`src/rtl/risc_pkg.sv`:
```
// Shared types for the RISC instruction-cycle controller: opcodes, states,
// the strobe bundle and the per-state output decoder.
package risc_pkg;

  localparam int OPC_MSB = 15;
  localparam int OPC_LSB = 13;
  localparam int ADDR_W  = 13;

  typedef enum logic [OPC_MSB-OPC_LSB:0] {
    HLT = 3'd0,
    SKZ = 3'd1,
    ADD = 3'd2,
    AND = 3'd3,
    XOR = 3'd4,
    LDA = 3'd5,
    STO = 3'd6,
    JMP = 3'd7
  } opcode_e;

  typedef enum logic [2:0] {
    S0 = 3'd0,
    S1 = 3'd1,
    S2 = 3'd2,
    S3 = 3'd3,
    S4 = 3'd4,
    S5 = 3'd5,
    S6 = 3'd6,
    S7 = 3'd7
  } state_e;

  typedef struct packed {
    logic load_ir;
    logic ir_phase;
    logic inc_pc;
    logic load_pc;
    logic rd;
    logic wr;
    logic datactl_ena;
    logic load_acc;
    logic halt;
  } strobes_t;

  function automatic logic is_alu(opcode_e op);
    return (op == ADD) || (op == AND) || (op == XOR) || (op == LDA);
  endfunction

  // Strobes to present while the FSM sits in state s.
  function automatic strobes_t decode(state_e s, opcode_e op, logic zero);
    strobes_t o;
    o = '0;
    case (s)
      S0: begin
        o.rd      = 1'b1;
        o.load_ir = 1'b1;
        o.inc_pc  = 1'b1;
      end
      S1: begin
        o.rd       = 1'b1;
        o.load_ir  = 1'b1;
        o.ir_phase = 1'b1;
        o.inc_pc   = 1'b1;
      end
      S3: o.halt = (op == HLT);
      S4: begin
        o.rd          = is_alu(op);
        o.datactl_ena = (op == STO);
        o.load_pc     = (op == JMP);
        o.inc_pc      = (op == SKZ) && zero;
      end
      S5: begin
        o.rd          = is_alu(op);
        o.load_acc    = is_alu(op);
        o.wr          = (op == STO);
        o.datactl_ena = (op == STO);
        o.load_pc     = (op == JMP);
        o.inc_pc      = (op == SKZ) && zero;
      end
      S6: o.datactl_ena = (op == STO);
      default: o = '0;
    endcase
    return o;
  endfunction

endpackage

```
`src/rtl/risc_ctrl_fsm_if.sv`:
```
// Control bundle between the instruction-cycle FSM (master) and the datapath /
// memory stage it steers (slave).
interface risc_ctrl_fsm_if #(
  parameter int OPC_W = 3,
  parameter int CNT_W = 16
);
  logic             ena;
  logic [OPC_W-1:0] opcode;
  logic             zero;
  logic             load_ir;
  logic             ir_phase;
  logic             inc_pc;
  logic             load_pc;
  logic             rd;
  logic             wr;
  logic             datactl_ena;
  logic             load_acc;
  logic             halt;
  logic [2:0]       state;
  logic [CNT_W-1:0] instr_cnt;

  modport master (
    input  ena, opcode, zero,
    output load_ir, ir_phase, inc_pc, load_pc, rd, wr, datactl_ena,
           load_acc, halt, state, instr_cnt
  );

  modport slave (
    output ena, opcode, zero,
    input  load_ir, ir_phase, inc_pc, load_pc, rd, wr, datactl_ena,
           load_acc, halt, state, instr_cnt
  );
endinterface

```
`src/rtl/risc_ctrl_fsm.sv`:
```
// Eight-state instruction-cycle controller. State, strobes and the retired
// instruction counter all come straight from flops.
module risc_ctrl_fsm
  import risc_pkg::*;
#(
  parameter int OPC_W = 3,
  parameter int CNT_W = 16
) (
  input  logic             clk,
  input  logic             rst,
  risc_ctrl_fsm_if.master  bus
);

  state_e           state_q;
  state_e           state_n;
  strobes_t         out_q;
  logic [CNT_W-1:0] cnt_q;
  logic             run_q;   // 0 = idle after reset/ena drop; next edge enters S0
  logic             zero_q;
  logic             zero_s;
  logic [OPC_W-1:0] opc_raw;
  opcode_e          op;

  assign opc_raw = bus.opcode;

  always_comb begin
    // NOTE: every combinational output gets a default first so no latch is inferred.
    op      = opcode_e'(opc_raw);
    state_n = S0;
    if (run_q) begin
      case (state_q)
        S3:      state_n = (op == HLT) ? S3 : S4;
        S7:      state_n = S0;
        default: state_n = state_e'(state_q + 3'd1);
      endcase
    end
    // zero is captured on the edge into S4 and held for S5.
    zero_s = (state_n == S4) ? bus.zero : zero_q;
  end

  // NOTE: sequential state uses non-blocking assignments so all flops update together.
  always_ff @(posedge clk or negedge rst) begin
    if (!rst) begin
      // NOTE: every flop here is reset, so no strobe survives an asynchronous reset.
      state_q <= S0;
      run_q   <= 1'b0;
      zero_q  <= 1'b0;
      out_q   <= '0;
      cnt_q   <= '0;
    end else if (!bus.ena) begin
      state_q <= S0;
      run_q   <= 1'b0;
      out_q   <= '0;
    end else begin
      run_q   <= 1'b1;
      state_q <= state_n;
      zero_q  <= zero_s;
      out_q   <= decode(state_n, op, zero_s);
      if (run_q && (state_q == S7) && (cnt_q != '1))
        cnt_q <= cnt_q + 1'b1;
    end
  end

  assign bus.load_ir     = out_q.load_ir;
  assign bus.ir_phase    = out_q.ir_phase;
  assign bus.inc_pc      = out_q.inc_pc;
  assign bus.load_pc     = out_q.load_pc;
  assign bus.rd          = out_q.rd;
  assign bus.wr          = out_q.wr;
  assign bus.datactl_ena = out_q.datactl_ena;
  assign bus.load_acc    = out_q.load_acc;
  assign bus.halt        = out_q.halt;
  assign bus.state       = state_q;
  assign bus.instr_cnt   = cnt_q;

endmodule

```
`src/flat_wrapper.sv`:
```
// flat-port wrapper written by rule: the top's interface ports become plain ports
module risc_ctrl_fsm_flat import risc_pkg::*;
#(
  parameter int OPC_W = 3,
  parameter int CNT_W = 16
)
  (clk, rst, bus_ena, bus_opcode, bus_zero, bus_load_ir, bus_ir_phase, bus_inc_pc, bus_load_pc, bus_rd, bus_wr, bus_datactl_ena, bus_load_acc, bus_halt, bus_state, bus_instr_cnt);
  risc_ctrl_fsm_if #(.OPC_W(OPC_W), .CNT_W(CNT_W)) bus_i ();
  input  logic clk;
  input  logic rst;
  input wire logic [$bits(bus_i.ena)-1:0] bus_ena;
  input wire logic [$bits(bus_i.opcode)-1:0] bus_opcode;
  input wire logic [$bits(bus_i.zero)-1:0] bus_zero;
  output wire logic [$bits(bus_i.load_ir)-1:0] bus_load_ir;
  output wire logic [$bits(bus_i.ir_phase)-1:0] bus_ir_phase;
  output wire logic [$bits(bus_i.inc_pc)-1:0] bus_inc_pc;
  output wire logic [$bits(bus_i.load_pc)-1:0] bus_load_pc;
  output wire logic [$bits(bus_i.rd)-1:0] bus_rd;
  output wire logic [$bits(bus_i.wr)-1:0] bus_wr;
  output wire logic [$bits(bus_i.datactl_ena)-1:0] bus_datactl_ena;
  output wire logic [$bits(bus_i.load_acc)-1:0] bus_load_acc;
  output wire logic [$bits(bus_i.halt)-1:0] bus_halt;
  output wire logic [$bits(bus_i.state)-1:0] bus_state;
  output wire logic [$bits(bus_i.instr_cnt)-1:0] bus_instr_cnt;
  assign bus_i.ena = bus_ena;
  assign bus_i.opcode = bus_opcode;
  assign bus_i.zero = bus_zero;
  assign bus_load_ir = bus_i.load_ir;
  assign bus_ir_phase = bus_i.ir_phase;
  assign bus_inc_pc = bus_i.inc_pc;
  assign bus_load_pc = bus_i.load_pc;
  assign bus_rd = bus_i.rd;
  assign bus_wr = bus_i.wr;
  assign bus_datactl_ena = bus_i.datactl_ena;
  assign bus_load_acc = bus_i.load_acc;
  assign bus_halt = bus_i.halt;
  assign bus_state = bus_i.state;
  assign bus_instr_cnt = bus_i.instr_cnt;
  risc_ctrl_fsm #(.OPC_W(OPC_W), .CNT_W(CNT_W)) u_core (.clk(clk), .rst(rst), .bus(bus_i));
endmodule
```
`config.mk`:
```
export PLATFORM = sky130hd
export DESIGN_NAME = risc_ctrl_fsm_flat
export DESIGN_NICKNAME = d
export VERILOG_FILES = /design/src/rtl/risc_pkg.sv /design/src/rtl/risc_ctrl_fsm_if.sv /design/src/rtl/risc_ctrl_fsm.sv /design/src/flat_wrapper.sv
export SDC_FILE = /design/constraint.sdc
export NUM_CORES = 1
export LEC_CHECK = 0
export CAP_MARGIN = 30
export CELL_PAD_IN_SITES_DETAIL_PLACEMENT = 1
export CELL_PAD_IN_SITES_GLOBAL_PLACEMENT = 2
export CORE_MARGIN = 3
export CORE_UTILIZATION = 30
export DETAILED_ROUTE_END_ITERATION = 12
export PLACE_DENSITY = 0.74
export REMOVE_ABC_BUFFERS = 1
export SYNTH_ARGS = -nofsm -noshare
export SYNTH_HDL_FRONTEND = slang
export SYNTH_SLANG_ARGS = --single-unit
```
`constraint.sdc`:
```
create_clock -name clk -period 4.6 [get_ports clk]
set_input_delay 0.92 -clock clk [delete_from_list [all_inputs] [get_ports clk]]
set_output_delay 0.92 -clock clk [all_outputs]
set_load 0.02 [all_outputs]
```
==> flow_results.xml, run 1 <==
<?xml version="1.0" encoding="UTF-8"?>
<metrics>
  <group name="yosys">
    <metric name="synth_top_flop_cell" unit="">dfrtp_1</metric>
    <metric name="synth.mux.area_fraction" unit="">0.0173</metric>
    <metric name="dominant_combinational_cell_family_by_area_after_synthesis" unit="">simple AND/OR/NAND/NOR gates</metric>
    <metric name="synth.ff_latch_count" unit="">30</metric>
    <metric name="area_share_of_and_or_nand_nor_cells_after_synthesis" unit="">0.212</metric>
    <metric name="synth_cells" unit="">132</metric>
    <metric name="synth-async-reset-ratio" unit="">1.00</metric>
    <metric name="xor_and_xnor_fraction_of_the_mapped_netlist_area" unit="">0.0867</metric>
    <metric name="synth.lib_cells_used.distinct" unit="">43</metric>
    <metric name="synth_enable_flop_cells" unit="">0</metric>
    <metric name="syn-mean-instance-area" unit="um2">11.5</metric>
    <metric name="synth_area_in_compound_gates" unit="">0.132</metric>
    <metric name="yosys.area_share.adder" unit="">0.0248</metric>
    <metric name="synthesis.area" unit="mm2">0.00152</metric>
    <metric name="register_area_share_after_synthesis" unit="">0.495</metric>
    <metric name="synthesis.yosys.warnings" unit="">0</metric>
  </group>
  <group name="setup_path">
    <metric name="crit_end" unit="">u_core.bus.inc_pc</metric>
    <metric name="timing.setup.critical_path_class" unit="">in2reg</metric>
    <metric name="setup.worst_path.start" unit="">bus_ena</metric>
    <metric name="r2r_setup_slack" unit="ns">2.52</metric>
    <metric name="critical_path_peak_fanout" unit="">11</metric>
    <metric name="reg2reg_to" unit="">u_core.bus.inc_pc</metric>
    <metric name="timing.rr.start" unit="">u_core.bus.state[0]</metric>
    <metric name="crit_family" unit="">compound AO/OA/AOI/OAI gates</metric>
    <metric name="cp_num_cells" unit="">5</metric>
    <metric name="timing.critical_path.to_type" unit="">flop</metric>
    <metric name="worst_ep_arrival" unit="ns">2.66</metric>
    <metric name="worstPathCellList" unit="">clkdlybuf4s50_1 &gt; nand2_1 &gt; a2111oi_0 &gt; o211ai_1 &gt; o221ai_1</metric>
    <metric name="cp_slowest_cell" unit="">clkdlybuf4s50_1</metric>
    <metric name="worst_ep_required_time" unit="ns">4.80</metric>
    <metric name="critPathMaxStageDelay" unit="ns">0.68</metric>
    <metric name="worst_r2r_path_depth" unit="">5</metric>
    <metric name="worst_setup_path_start_kind" unit="">input port</metric>
    <metric name="critical_path.n_buffers_inverters" unit="">1</metric>
  </group>
  <group name="finish">
    <metric name="drive_above_1_share" unit="">0.112</metric>
    <metric name="finish.cell_count_without_fillers" unit="">237</metric>
    <metric name="final_net_count" unit="">179</metric>
    <metric name="synthToLayoutAreaGrowth" unit="%">33.0</metric>
    <metric name="final_area" unit="mm2">0.00202</metric>
    <metric name="fill_cells" unit="">563</metric>
    <metric name="layout.core_utilization" unit="">0.418</metric>
    <metric name="insertedDiodeCount" unit="">0</metric>
  </group>
  <group name="timing">
    <metric name="period_share" unit="">0.536</metric>
    <metric name="setup_total_negative_slack" unit="ns">0</metric>
    <metric name="fin_skew" unit="ns">0.00144</metric>
    <metric name="finalHoldViolations" unit="">0</metric>
    <metric name="relSlewSlack" unit="">0.531</metric>
    <metric name="finalCriticalPeriod" unit="ns">2.47</metric>
    <metric name="fmax" unit="MHz">405</metric>
    <metric name="finalSetupViolations" unit="">0</metric>
    <metric name="grt_setup_unrepaired" unit="">false</metric>
    <metric name="max_slew.worst_pin.slew" unit="ns">0.686</metric>
    <metric name="final-max-slew-violation-count" unit="">0</metric>
  </group>
  <group name="clock_tree">
    <metric name="cts_tree" unit="">done</metric>
    <metric name="clockRootBuffer" unit="">clkbuf_8</metric>
    <metric name="clock_sinks" unit="">30</metric>
    <metric name="postCtsHoldBufs" unit="">0</metric>
    <metric name="cts.htree.levels" unit="">2</metric>
    <metric name="worst_setup_hold_path_clk_slew" unit="ns">0.06</metric>
    <metric name="clock_latency" unit="ns">0.29</metric>
    <metric name="cts_buffers" unit="">5</metric>
    <metric name="cts_resized" unit="">0</metric>
    <metric name="clock_tree.buffer_depth" unit="">2</metric>
    <metric name="cts_post_setup_buffers_inserted" unit="">0</metric>
  </group>
  <group name="detailed_routing">
    <metric name="post_drt_wl_per_cell" unit="um">16.1</metric>
    <metric name="detail_route.iter0.violations" unit="">89</metric>
    <metric name="antenna_violating_nets_left" unit="">0</metric>
    <metric name="wl" unit="um">3820</metric>
    <metric name="drcViolationCount" unit="">0</metric>
    <metric name="viasPerCell" unit="">5.08</metric>
    <metric name="dr_total_vias" unit="">1204</metric>
    <metric name="drt_pre_antenna_iters" unit="">3</metric>
  </group>
  <group name="global_route">
    <metric name="largest_net_degree_at_the_start_of_global_routing" unit="">31</metric>
    <metric name="antenna_found_initial" unit="">0</metric>
    <metric name="globalRouteTotalUtil" unit="">0.139</metric>
    <metric name="first_global_vias" unit="">1325</metric>
    <metric name="overflow_left_after_global_routing" unit="">0</metric>
    <metric name="wire_length_of_the_first_global_routing_pass" unit="um">6440</metric>
  </group>
  <group name="floorplan">
    <metric name="core-area" unit="mm2">0.00482</metric>
    <metric name="area_enclosed_by_the_die_boundary" unit="mm2">0.00594</metric>
    <metric name="floorplan.die.width" unit="um">77.1</metric>
    <metric name="initial_utilization" unit="">0.315</metric>
    <metric name="boundaryPins" unit="">35</metric>
    <metric name="die_y" unit="um">77.1</metric>
    <metric name="num_rows" unit="">25</metric>
  </group>
  <group name="power_and_ir_drop">
    <metric name="power.density_cell_area" unit="mW/mm2">286</metric>
    <metric name="combinationalPowerShare" unit="">0.071</metric>
    <metric name="power.clock.fraction" unit="">0.457</metric>
    <metric name="power.switching" unit="uW">131</metric>
    <metric name="sequentialPowerShare" unit="">0.471</metric>
    <metric name="static-leakage-power" unit="uW">0.000849</metric>
    <metric name="vdd_drop_max" unit="uV">134</metric>
    <metric name="switching_share" unit="">0.227</metric>
    <metric name="power.internal" unit="uW">445</metric>
  </group>
  <group name="min_path">
    <metric name="hold_class" unit="">reg2reg</metric>
  </group>
  <group name="place">
    <metric name="place_hpwl" unit="um">2920</metric>
    <metric name="placedCellCount" unit="">229</metric>
    <metric name="detailed_place.area" unit="mm2">0.00191</metric>
    <metric name="count_of_buffers_inserted_at_the_top_level_ports" unit="">34</metric>
    <metric name="gp_congestion" unit="">0.886</metric>
  </group>
  <group name="run_status">
    <metric name="status" unit="">complete, no violations</metric>
  </group>
  <group name="job">
    <metric name="maxCapViolCount" unit="">0</metric>
  </group>
</metrics>
-- cells in the final DEF (no fill, tap or decap), drive strengths merged, types with 4 or more instances in the layout --
cell type | netlist | final
clkdlybuf4s50 | 0 | 34
dfrtp | 30 | 30
xnor2 | 11 | 11
nand3 | 9 | 9
nand2 | 8 | 8
and3 | 6 | 6
nor2b | 5 | 5
o2111ai | 5 | 5
clkbuf | 0 | 5
o21ai | 4 | 4
xor2 | 4 | 4
and4 | 4 | 4
-- per-layer routing --
metal | vias to the layer above | GRT usage | wire length [um]
li1 | 564 | - | -
met2 | 31 | 0.241 | 2000
met3 | 9 | 0.0387 | 164
met4 | 0 | 0.0801 | 97
met5 | - | 0 | 0
met1 | 600 | 0.152 | 1550
-- cell usage after synthesis (2+ instances only) --
| cell | count | area (um2) |
|---|---|---|
| and2_1 | 3 | 18.8 |
| nor3b_1 | 2 | 15.0 |
| xor2_1 | 4 | 35.0 |
| o21ai_0 | 4 | 20.0 |
| o2111ai_1 | 5 | 43.8 |
| o211ai_1 | 2 | 15.0 |
| dfrtp_1 | 30 | 751 |
| inv_1 | 2 | 7.51 |
| nor4_1 | 2 | 12.5 |
| and3_1 | 4 | 25.0 |
| nand2b_1 | 2 | 12.5 |
| nand3_1 | 9 | 45.0 |
| buf_2 | 2 | 10.0 |
| nor2b_1 | 5 | 31.3 |
| o211a_1 | 2 | 20.0 |
| nand2_1 | 8 | 30.0 |
| nand4_1 | 2 | 12.5 |
| buf_6 | 2 | 22.5 |
| xnor2_1 | 11 | 96.3 |
| nor2_1 | 2 | 7.51 |
| nor3_1 | 2 | 10.0 |
| ha_1 | 3 | 37.5 |
| and4_1 | 4 | 35.0 |
-- state kept, by name, indices dropped and copies added (netlist names) --
name	flops
u_core.bus.load_acc	1
u_core.bus.rd	1
u_core.bus.load_pc	1
u_core.bus.state	3
u_core.bus.halt	1
u_core.bus.wr	1
u_core.zero_q	1
u_core.bus.instr_cnt	16
u_core.bus.datactl_ena	1
u_core.bus.ir_phase	1
u_core.run_q	1
u_core.bus.load_ir	1
u_core.bus.inc_pc	1
-- worst min-delay path by stage --
stage | endpoint | start | cells after the start
2_1_floorplan | u_core.zero_q | u_core.zero_q | 1
3_3_place_gp | u_core.bus.instr_cnt[14] | u_core.bus.instr_cnt[14] | 1
3_5_place_dp | u_core.bus.instr_cnt[9] | u_core.bus.instr_cnt[9] | 1
4_1_cts | u_core.bus.instr_cnt[14] | u_core.bus.instr_cnt[14] | 1
5_1_grt | u_core.bus.instr_cnt[14] | u_core.bus.instr_cnt[14] | 1
6_report | u_core.bus.instr_cnt[14] | u_core.bus.instr_cnt[14] | 1
-- worst reg2reg max path, delay by kind of cell (launching register included) --
kind                     cells  cell delay, ns
adder cells (fa/ha/maj)      1            0.36
AO/OA/AOI/OAI                3            1.00
flip-flops                   1            0.45
AND/OR/NAND/NOR              1            0.18
-- cell type report --
type	count	area, um2	area share
clock inverters	3	40.0	0.0199
repair buffers	35	348	0.173
inverters	2	7.51	0.00372
flip-flops and latches	30	751	0.372
well taps	67	83.8	0.0416
clock buffers	5	68.8	0.0341
multi-input cells	95	717	0.356
-- per-stage QoR --
stage               hold slack, ns  power, uW  setup slack, ns
floorplan                    0.481        292             2.70
global placement             0.474        317             1.99
detailed placement           0.500        318             1.84
CTS                          0.509        583             2.14
global route                 0.524        599             1.97
finish                       0.501        576             2.13
-- cell families after synthesis --
kind of cell,Yosys count
AOI/OAI and AO/OA,24
xor gates and xnor gates,15
adders and majority gates,3
buffers and inverters,7
DFF,30
muxes,2
and+or+nand+nor,51
-- power groups by stage --
stage          sequential, uW  combinational [uW]  clock [uW]
2_1_floorplan             280                12.1           0
3_3_place_gp              276                40.4           0
3_5_place_dp              276                41.8           0
4_1_cts                   272                42.1         269
5_1_grt                   272                45.2         282
6_report                  272                41.0         264
(Power assumes the default switching activity.)
==> run 2: changes to the inputs <==
==> constraint.sdc (replaced) <==
create_clock -name clk -period 2.4 [get_ports clk]
set_input_delay 0.48 -clock clk [delete_from_list [all_inputs] [get_ports clk]]
set_output_delay 0.48 -clock clk [all_outputs]
set_load 0.02 [all_outputs]
==> run 2 against run 1 <==
  * Non-clock buffer count up 1
  * First-iteration DRC count decreased by 9.0%
  * Sequential cell count unchanged
  * Critical path depth unchanged
  * Final area increased by 0.43%
  * Final cell count is 0.42% higher
  * Routed wire length shrank 0.68%
  * Hold slack got worse by 0.0052 ns
  * Combinational power up 94%
  * Critical endpoint unchanged
  * Highest routed layer unchanged
==> flow_results.xml, run 2 (synthesized netlist as in run 1, its figures left out) <==
<?xml version="1.0" encoding="UTF-8"?>
<metrics>
  <group name="setup_path">
    <metric name="critPathMaxStageDelay" unit="ns">0.72</metric>
    <metric name="worst_setup_path_start_kind" unit="">flop</metric>
    <metric name="worstPathCellList" unit="">ha_1 &gt; nor2b_1 &gt; a2111oi_0 &gt; nand2_1 &gt; o221ai_1</metric>
    <metric name="worst_ep_required_time" unit="ns">2.59</metric>
    <metric name="critical_path.n_buffers_inverters" unit="">0</metric>
    <metric name="crit_family" unit="">compound AO/OA/AOI/OAI gates</metric>
    <metric name="cp_slowest_cell" unit="">a2111oi_0</metric>
    <metric name="timing.critical_path.to_type" unit="">flop</metric>
    <metric name="critical_path_peak_fanout" unit="">6</metric>
    <metric name="timing.setup.critical_path_class" unit="">reg2reg</metric>
    <metric name="worst_ep_arrival" unit="ns">2.31</metric>
  </group>
  <group name="place">
    <metric name="preCtsSetupSlack" unit="ns">0.178</metric>
    <metric name="gp_congestion" unit="">0.882</metric>
    <metric name="count_of_buffers_inserted_at_the_top_level_ports" unit="">34</metric>
    <metric name="place_hpwl" unit="um">2840</metric>
    <metric name="detailed_place.area" unit="mm2">0.00191</metric>
  </group>
  <group name="global_route">
    <metric name="wire_length_of_the_first_global_routing_pass" unit="um">6550</metric>
    <metric name="antenna_found_initial" unit="">0</metric>
    <metric name="largest_net_degree_at_the_start_of_global_routing" unit="">31</metric>
    <metric name="first_global_vias" unit="">1352</metric>
    <metric name="globalRouteTotalUtil" unit="">0.139</metric>
    <metric name="overflow_left_after_global_routing" unit="">0</metric>
  </group>
  <group name="clock_tree">
    <metric name="cts_buffers" unit="">5</metric>
    <metric name="clock_tree.buffer_depth" unit="">2</metric>
    <metric name="clockRootBuffer" unit="">clkbuf_8</metric>
    <metric name="clock_sinks" unit="">30</metric>
    <metric name="worst_setup_hold_path_clk_slew" unit="ns">0.06</metric>
    <metric name="cts.htree.levels" unit="">2</metric>
    <metric name="cts_resized" unit="">0</metric>
    <metric name="cts_post_setup_buffers_inserted" unit="">0</metric>
    <metric name="postCtsHoldBufs" unit="">0</metric>
    <metric name="clock_latency" unit="ns">0.28</metric>
    <metric name="cts_tree" unit="">done</metric>
  </group>
  <group name="min_path">
    <metric name="hold_class" unit="">reg2reg</metric>
  </group>
  <group name="job">
    <metric name="maxCapViolCount" unit="">0</metric>
  </group>
  <group name="timing">
    <metric name="finalHoldViolations" unit="">0</metric>
    <metric name="grt_setup_unrepaired" unit="">false</metric>
    <metric name="max_slew.worst_pin.slew" unit="ns">0.746</metric>
    <metric name="setup_total_negative_slack" unit="ns">0</metric>
    <metric name="setup_ws" unit="ns">0.279</metric>
    <metric name="fin_skew" unit="ns">0.00442</metric>
    <metric name="finalSetupViolations" unit="">0</metric>
    <metric name="finalCriticalPeriod" unit="ns">2.12</metric>
    <metric name="final-max-slew-violation-count" unit="">0</metric>
    <metric name="fmax" unit="MHz">472</metric>
    <metric name="period_share" unit="">0.884</metric>
    <metric name="relSlewSlack" unit="">0.490</metric>
  </group>
  <group name="finish">
    <metric name="mostFrequentLayoutCells" unit="">clkdlybuf4s50_1 (34), dfrtp_1 (30), xnor2_1 (11)</metric>
    <metric name="synthToLayoutAreaGrowth" unit="%">33.6</metric>
    <metric name="fill_cells" unit="">548</metric>
    <metric name="insertedDiodeCount" unit="">0</metric>
    <metric name="final_area" unit="mm2">0.00202</metric>
    <metric name="final_net_count" unit="">180</metric>
    <metric name="mostFrequentLayoutCell" unit="">clkdlybuf4s50_1</metric>
    <metric name="drive_above_1_share" unit="">0.117</metric>
    <metric name="largest_register_ffs" unit="">16</metric>
  </group>
  <group name="detailed_routing">
    <metric name="drt_pre_antenna_iters" unit="">5</metric>
    <metric name="post_drt_wl_per_cell" unit="um">15.9</metric>
    <metric name="drcViolationCount" unit="">0</metric>
    <metric name="dr_total_vias" unit="">1191</metric>
    <metric name="antenna_violating_nets_left" unit="">0</metric>
    <metric name="detail_route.iter0.violations" unit="">81</metric>
    <metric name="viasPerCell" unit="">5.00</metric>
    <metric name="wl" unit="um">3800</metric>
  </group>
  <group name="run_status">
    <metric name="status" unit="">complete, no violations</metric>
  </group>
  <group name="floorplan">
    <metric name="area_enclosed_by_the_die_boundary" unit="mm2">0.00594</metric>
    <metric name="initial_utilization" unit="">0.315</metric>
    <metric name="core-area" unit="mm2">0.00482</metric>
    <metric name="die_y" unit="um">77.1</metric>
    <metric name="num_rows" unit="">25</metric>
    <metric name="boundaryPins" unit="">35</metric>
    <metric name="floorplan.die.width" unit="um">77.1</metric>
  </group>
  <group name="power_and_ir_drop">
    <metric name="power.density_cell_area" unit="mW/mm2">533</metric>
    <metric name="vdd_drop_max" unit="uV">220</metric>
    <metric name="static-leakage-power" unit="uW">0.000854</metric>
  </group>
</metrics>
run 2: cell types whose count changed in the layout (fill, tap and decap cells not counted):
| cell | delta |
|---|---|
| buf_4 | +1 |
| clkinv_2 | -2 |
| clkbuf_8 | +3 |
| bufinv_16 | -1 |
run 2: worst paths after layout:
path,startpoint,end,slack (ns),depth (start not counted)
max,u_core.bus.state[0],u_core.bus.inc_pc,0.28,5
min,u_core.bus.instr_cnt[14],u_core.bus.instr_cnt[14],0.50,1
max reg2reg,u_core.bus.state[0],u_core.bus.inc_pc,0.28,5
min reg2reg,u_core.bus.instr_cnt[14],u_core.bus.instr_cnt[14],0.50,1
max in group asynchronous,rst,u_core.bus.instr_cnt[3],1.52,2
min in group asynchronous,rst,u_core.bus.instr_cnt[9],0.60,2
run 2: cell type report:
| class | count | area (um2) | share of cell area |
|---|---|---|---|
| well taps | 67 | 83.8 | 0.0414 |
| inverters | 2 | 7.51 | 0.00371 |
| clock buffers | 8 | 110 | 0.0544 |
| repair buffers | 36 | 355 | 0.176 |
| flip-flops and latches | 30 | 751 | 0.371 |
| multi-input cells | 95 | 717 | 0.354 |
run 2: power breakdown:
group | internal (uW) | switching (uW)
Combinational | 35.2 | 44.3
Clock | 289 | 189
Sequential | 514 | 7.12
run 2: layer usage:
| metal | wire (um) | GRT usage | vias to the layer above |
|---|---|---|---|
| li1 | - | - | 568 |
| met1 | 1640 | 0.162 | 580 |
| met2 | 1900 | 0.235 | 36 |
| met3 | 190 | 0.0423 | 7 |
| met4 | 61 | 0.0587 | 0 |
| met5 | 0 | 0 | - |
run 2: metrics by stage:
| step | hold slack [ns] | util | power (uW) | std cells |
|---|---|---|---|---|
| floorplan | 0.184 | - | 560 | 127 |
| finish | 0.495 | 0.420 | 1080 | 238 |
| CTS | 0.498 | 0.420 | 1100 | 238 |
| detailed placement | 0.490 | 0.397 | 611 | 230 |
| global placement | 0.480 | 0.397 | 608 | 230 |
| global route | 0.529 | 0.420 | 1130 | 238 |
